[config.mk]
export PLATFORM = sky130hd
export DESIGN_NAME = period_meter
export DESIGN_NICKNAME = d
export VERILOG_FILES = /design/src/rtl/period_meter_pkg.sv /design/src/rtl/sync_edge_det.sv /design/src/rtl/period_meter.sv
export SDC_FILE = /design/constraint.sdc
export NUM_CORES = 1
export LEC_CHECK = 0
export ABC_CLOCK_PERIOD_IN_PS = 2400
export BUFFER_PORTS_ARGS = -buffer_cell sky130_fd_sc_hd__buf_2
export CORE_UTILIZATION = 25
export DETAILED_ROUTE_END_ITERATION = 16
export PLACE_DENSITY = 0.41
export SETUP_SLACK_MARGIN = 0.5
export SKIP_LAST_GASP = 1
export SYNTH_ARGS = -nofsm -noshare
export SYNTH_HDL_FRONTEND = slang
export SYNTH_SLANG_ARGS = --single-unit
[constraint.sdc]
create_clock -name clk -period 2.4 [get_ports clk]
set_clock_uncertainty 0.15 [all_clocks]
set_input_delay 0.24 -clock clk [delete_from_list [all_inputs] [get_ports clk]]
set_output_delay 0.24 -clock clk [all_outputs]
set_load 0.03 [all_outputs]
[src/rtl/period_meter_pkg.sv]
// Shared types and constants for the period/frequency measurement channels.
package period_meter_pkg;

  // Measurement FSM: IDLE waits for an opening edge, MEAS has a window open.
  typedef enum logic {
    IDLE = 1'b0,
    MEAS = 1'b1
  } state_t;

  // Defaults shared with the frequency-calculation block.
  localparam int unsigned DEF_CNT_W       = 32;
  localparam int unsigned DEF_AVG_LOG2    = 0;
  localparam int unsigned DEF_SYNC_STAGES = 2;
  localparam int unsigned DEF_TIMEOUT_CYC = 100000000;

  // Number of rising edges that close one averaging window.
  function automatic int unsigned window_edges(input int unsigned avg_log2);
    return 32'd1 << avg_log2;
  endfunction

endpackage

[src/rtl/sync_edge_det.sv]
// Multi-stage synchroniser for an asynchronous input plus rising-edge detect.
// The pin-to-rise latency is fixed, so downstream period counts are unbiased.
module sync_edge_det #(
  parameter int unsigned SYNC_STAGES = 2
) (
  input  logic clk,
  input  logic rst,
  input  logic d_async,
  output logic q_sync,
  output logic rise
);

  logic [SYNC_STAGES-1:0] sync_q;
  logic                   q_d;

  // Shift the raw input through the synchroniser and keep one delayed copy.
  always_ff @(posedge clk or negedge rst) begin
    if (!rst) begin
      sync_q <= '0;
      q_d    <= 1'b0;
    end else begin
      sync_q <= {sync_q[SYNC_STAGES-2:0], d_async};
      q_d    <= sync_q[SYNC_STAGES-1];
    end
  end

  assign q_sync = sync_q[SYNC_STAGES-1];
  assign rise   = q_sync & ~q_d;

endmodule

[src/rtl/period_meter.sv]
// Single-channel period / high-time meter averaged over 2^AVG_LOG2 periods.
// Output handshake: valid and timeout are single-cycle strobes with no ready;
// the consumer must take period/high_time in the cycle valid is high. The
// values then hold until the next valid (or reset).
module period_meter
  import period_meter_pkg::*;
#(
  parameter int unsigned CNT_W       = DEF_CNT_W,
  parameter int unsigned AVG_LOG2    = DEF_AVG_LOG2,
  parameter int unsigned SYNC_STAGES = DEF_SYNC_STAGES,
  parameter int unsigned TIMEOUT_CYC = DEF_TIMEOUT_CYC
) (
  input  logic             clk,
  input  logic             rst,
  input  logic             sigin,
  input  logic             en,
  output logic [CNT_W-1:0] period,
  output logic [CNT_W-1:0] high_time,
  output logic             valid,
  output logic             timeout,
  output logic             busy
);

  localparam int unsigned      ECNT_W      = AVG_LOG2 + 1;
  localparam logic [ECNT_W-1:0] LAST_EDGE  = ECNT_W'(window_edges(AVG_LOG2) - 1);
  localparam logic [CNT_W-1:0] TIMEOUT_VAL = CNT_W'(TIMEOUT_CYC);
  localparam logic [CNT_W-1:0] CNT_ONE     = CNT_W'(1);
  localparam logic [ECNT_W-1:0] ECNT_ONE   = ECNT_W'(1);

  state_t              state, state_nx;
  logic [CNT_W-1:0]    cnt, cnt_nx;
  logic [CNT_W-1:0]    hacc, hacc_nx;
  logic [ECNT_W-1:0]   ecnt, ecnt_nx;
  logic [CNT_W-1:0]    period_nx, high_nx;
  logic                valid_nx, timeout_nx;
  logic                s, rise;

  sync_edge_det #(
    .SYNC_STAGES(SYNC_STAGES)
  ) u_sync (
    .clk    (clk),
    .rst    (rst),
    .d_async(sigin),
    .q_sync (s),
    .rise   (rise)
  );

  // State register.
  always_ff @(posedge clk or negedge rst) begin
    if (!rst) state <= IDLE;
    else      state <= state_nx;
  end

  // Next-state and datapath update: window open, accumulate, close, timeout.
  always_comb begin
    state_nx   = state;
    cnt_nx     = cnt;
    hacc_nx    = hacc;
    ecnt_nx    = ecnt;
    period_nx  = period;
    high_nx    = high_time;
    valid_nx   = 1'b0;
    timeout_nx = 1'b0;
    if (!en) begin
      // Disabling discards any open window silently; outputs hold.
      state_nx = IDLE;
    end else begin
      case (state)
        IDLE: begin
          if (rise) begin
            state_nx = MEAS;
            cnt_nx   = CNT_ONE;
            hacc_nx  = CNT_ONE;
            ecnt_nx  = '0;
          end
        end
        MEAS: begin
          if (rise) begin
            if (ecnt == LAST_EDGE) begin
              // Closing edge also opens the next window (continuous mode).
              period_nx = cnt >> AVG_LOG2;
              high_nx   = hacc >> AVG_LOG2;
              valid_nx  = 1'b1;
              cnt_nx    = CNT_ONE;
              hacc_nx   = CNT_ONE;
              ecnt_nx   = '0;
            end else begin
              cnt_nx  = cnt + CNT_ONE;
              hacc_nx = hacc + CNT_W'(s);
              ecnt_nx = ecnt + ECNT_ONE;
            end
          end else if (cnt == TIMEOUT_VAL) begin
            // A rise in this same cycle would have won above.
            timeout_nx = 1'b1;
            state_nx   = IDLE;
          end else begin
            cnt_nx  = cnt + CNT_ONE;
            hacc_nx = hacc + CNT_W'(s);
          end
        end
        default: state_nx = IDLE;
      endcase
    end
  end

  // Datapath and output registers.
  always_ff @(posedge clk or negedge rst) begin
    if (!rst) begin
      cnt       <= '0;
      hacc      <= '0;
      ecnt      <= '0;
      period    <= '0;
      high_time <= '0;
      valid     <= 1'b0;
      timeout   <= 1'b0;
    end else begin
      cnt       <= cnt_nx;
      hacc      <= hacc_nx;
      ecnt      <= ecnt_nx;
      period    <= period_nx;
      high_time <= high_nx;
      valid     <= valid_nx;
      timeout   <= timeout_nx;
    end
  end

  assign busy = (state == MEAS);

endmodule

==> metrics.txt <==
DRT Pass-1 Iters 8; GRT Overall Usage 0.1529; Congestion Overflow GR 0; Die H 163.4 um; CTS tree done; maximum vdd drop 0.3368 mV; core box area 25400 um2; Rows 58; top-area cell type share of the netlist area 0.5148; Nets 791; Seq cells post-synth 134; Yosys warnings 0; Clock transition at path regs 60 ps; commonest non-fill, non-tap cell in the layout dfrtp_1; total leakage power 4.168 nW; Avg Cell Area, Syn 10.29 um2; max-cap check violation count 0; Top Ports 71; # fillers 2542; WP data arrival 2380 ps; power density cells 601.8 nW/um2; PortBufs 70; net count after synthesis 641; Placer Congestion 0.8377; Final period util 0.9279; Starting Density 0.2565; FF/Latch Area 3368 um2; CTS root buffer clkbuf_16; Worst setup SP type flip-flop; Worst-Margin Slew 511.7 ps; Synth cell types 41; final WL 20210 um; CP max stage delay 480 ps; htree depth 4; Area Growth Syn to Fin 40.95%; initial antenna violation count 1; ratio of cells with drive above 1 in the final layout 0.4196; via count 5792; largest net degree at the start of global routing 56; hold slack 61.20 ps; final setup fails 0; CP cell instances nand4_1 -> or4_4 -> nor4_4 -> buf_6 -> nand2b_4 -> buf_12 -> o31ai_1; Req. time, crit path 2550 ps; Fmax achieved 0.4490 GHz; multi-input logic area 3376 um2; via/cell ratio 5.139; relative slew slack 0.6557; Tightest Hold Check Type in -> reg; detailed-route DRC error count 0; post-layout minimum cycle time 2227 ps; post-route ant nets 0; Fin. Hold Viols 0; slowest CP cell or4_4; total CTS buffers 17; run status finished clean; nature of the critical path endpoint flip-flop; Async SR Flop Fraction 1.000; Top delay family on crit path simple AND/OR/NAND/NOR gates; clock tree buffer depth 2; crit path buf inv count 2; RSZ-0062 raised after global routing yes; Clock Latency Late Sink 430 ps; Post-synth EDFFs 0; full die area 26700 um2; commonest cells after routing, fill and taps aside 122 x dfrtp_1, 83 x buf_4, 69 x buf_2; critical path class reg -> reg; Cells after Synth 633; CP Max Fanout 19; WL per Instance 17.93 um; top_reg_cell synth dfrtp_1; Yosys top cell by area dfrtp_1; ranking of synthesized cells by area dfrtp_1 51%, mux2_2 9.2%, o31ai_1 7.0%; initial drt markers 408; Final TNS setup 0 ps; Clock Sink Count 134; Synth Cell Area 6514 um2; vias in the first global route 5647; Die Wd 163.4 um; count of final max-slew check failures 0; register area share after synthesis 0.5148; Detail Placement HPWL 13420 um; first-pass GRT wire length 31480 um
==> state kept, by name, summed over array words and instances (netlist names), 2 cells and up <==
name           cells
hacc              32
u_sync.sync_q      2
cnt               32
period            32
high_time         32
==> cell type report <==
| type | instances | share of cell area |
|---|---|---|
| diodes | 1 | 0.0002726 |
| clock buffers | 22 | 0.05274 |
| clock inverters | 10 | 0.01308 |
| inverters | 18 | 0.007359 |
| multi-input cells | 435 | 0.3677 |
| flip-flops and latches | 134 | 0.3669 |
| well taps | 330 | 0.04497 |
| repair buffers | 177 | 0.1470 |
==> what timing repair did <==
item | in CTS | in global routing
hold endpoints to repair | 135 | 0
gates resized for setup | 44 | 52
pin swaps | 12 | 19
setup endpoints to repair | 107 | 66
cloned | 1 | 2
setup buffers | 17 | 17
hold buffers | 2 | 0
==> tightest hold or removal path: stages <==
cell	delay [ps]
buf_2	150
nand2_1	130
nor4_2	80
==> report_power, final <==
part	total (mW)	internal, mW	switching (mW)
clock network	2.68	1.64	1.03
logic	0.496	0.176	0.320
registers	2.35	2.31	0.0418
total	5.53	4.13	1.39
==> synth_stat cells (5+ instances only) <==
library cell / number
mux2_2: 53
o41ai_1: 15
nand2_1: 51
dfrtp_1: 134
a31oi_1: 14
or4_1: 5
nand4_1: 26
a21oi_1: 18
clkbuf_1: 33
nand3_1: 29
o21ai_0: 53
buf_2: 11
and2_1: 5
inv_1: 18
nor4_1: 21
and3_1: 6
nand2b_1: 9
nor2_1: 25
o31ai_1: 61
==> kinds of logic (layout without fill, tap and decap cells) <==
group | after synthesis | after routing | synth area share
and+or+nand+nor | 198 | 198 | 0.1652
AOI/OAI and AO/OA | 180 | 180 | 0.1817
DFF | 134 | 134 | 0.5148
buffers and inverters | 64 | 227 | 0.03899
muxes | 53 | 53 | 0.09162
adders and majority gates | 4 | 4 | 0.007684
other | 0 | 1 | 0
==> worst paths after layout <==
check                                      start                to  slack, ps  depth (start not counted)
worst min register to register  u_sync.sync_q[0]  u_sync.sync_q[1]        210                          0
worst max-delay path                     cnt[16]           hacc[2]        170                          7
worst max register to register           cnt[16]           hacc[2]        170                          7
worst min-delay path                          en           timeout         60                          3
max in group asynchronous                    rst          hacc[23]       1300                          3
min in group asynchronous                    rst         period[4]         80                          2
==> metal layers <==
layer / vias to the layer above / part of all wire / global-route usage
met4: 0 / 0.014 / 0.05523
met5: - / 0 / 0
met1: 2886 / 0.46 / 0.2076
li1: 2713 / - / -
met3: 19 / 0.055 / 0.03580
met2: 174 / 0.47 / 0.2356
==> metrics by stage <==
step	setup slack (ps)	cell area, um2	util	power [mW]	std cells
2_1_floorplan	224.3	6654	-	2.619	633
3_3_place_gp	114.6	7771	0.3060	2.819	1055
3_5_place_dp	1.435	7771	0.3060	2.823	1055
4_1_cts	181.6	8722	0.3434	5.574	1107
5_1_grt	91.86	9179	0.3614	5.742	1126
6_report	173.0	9181	0.3615	5.525	1127
Power figures use the tool's default switching activity.
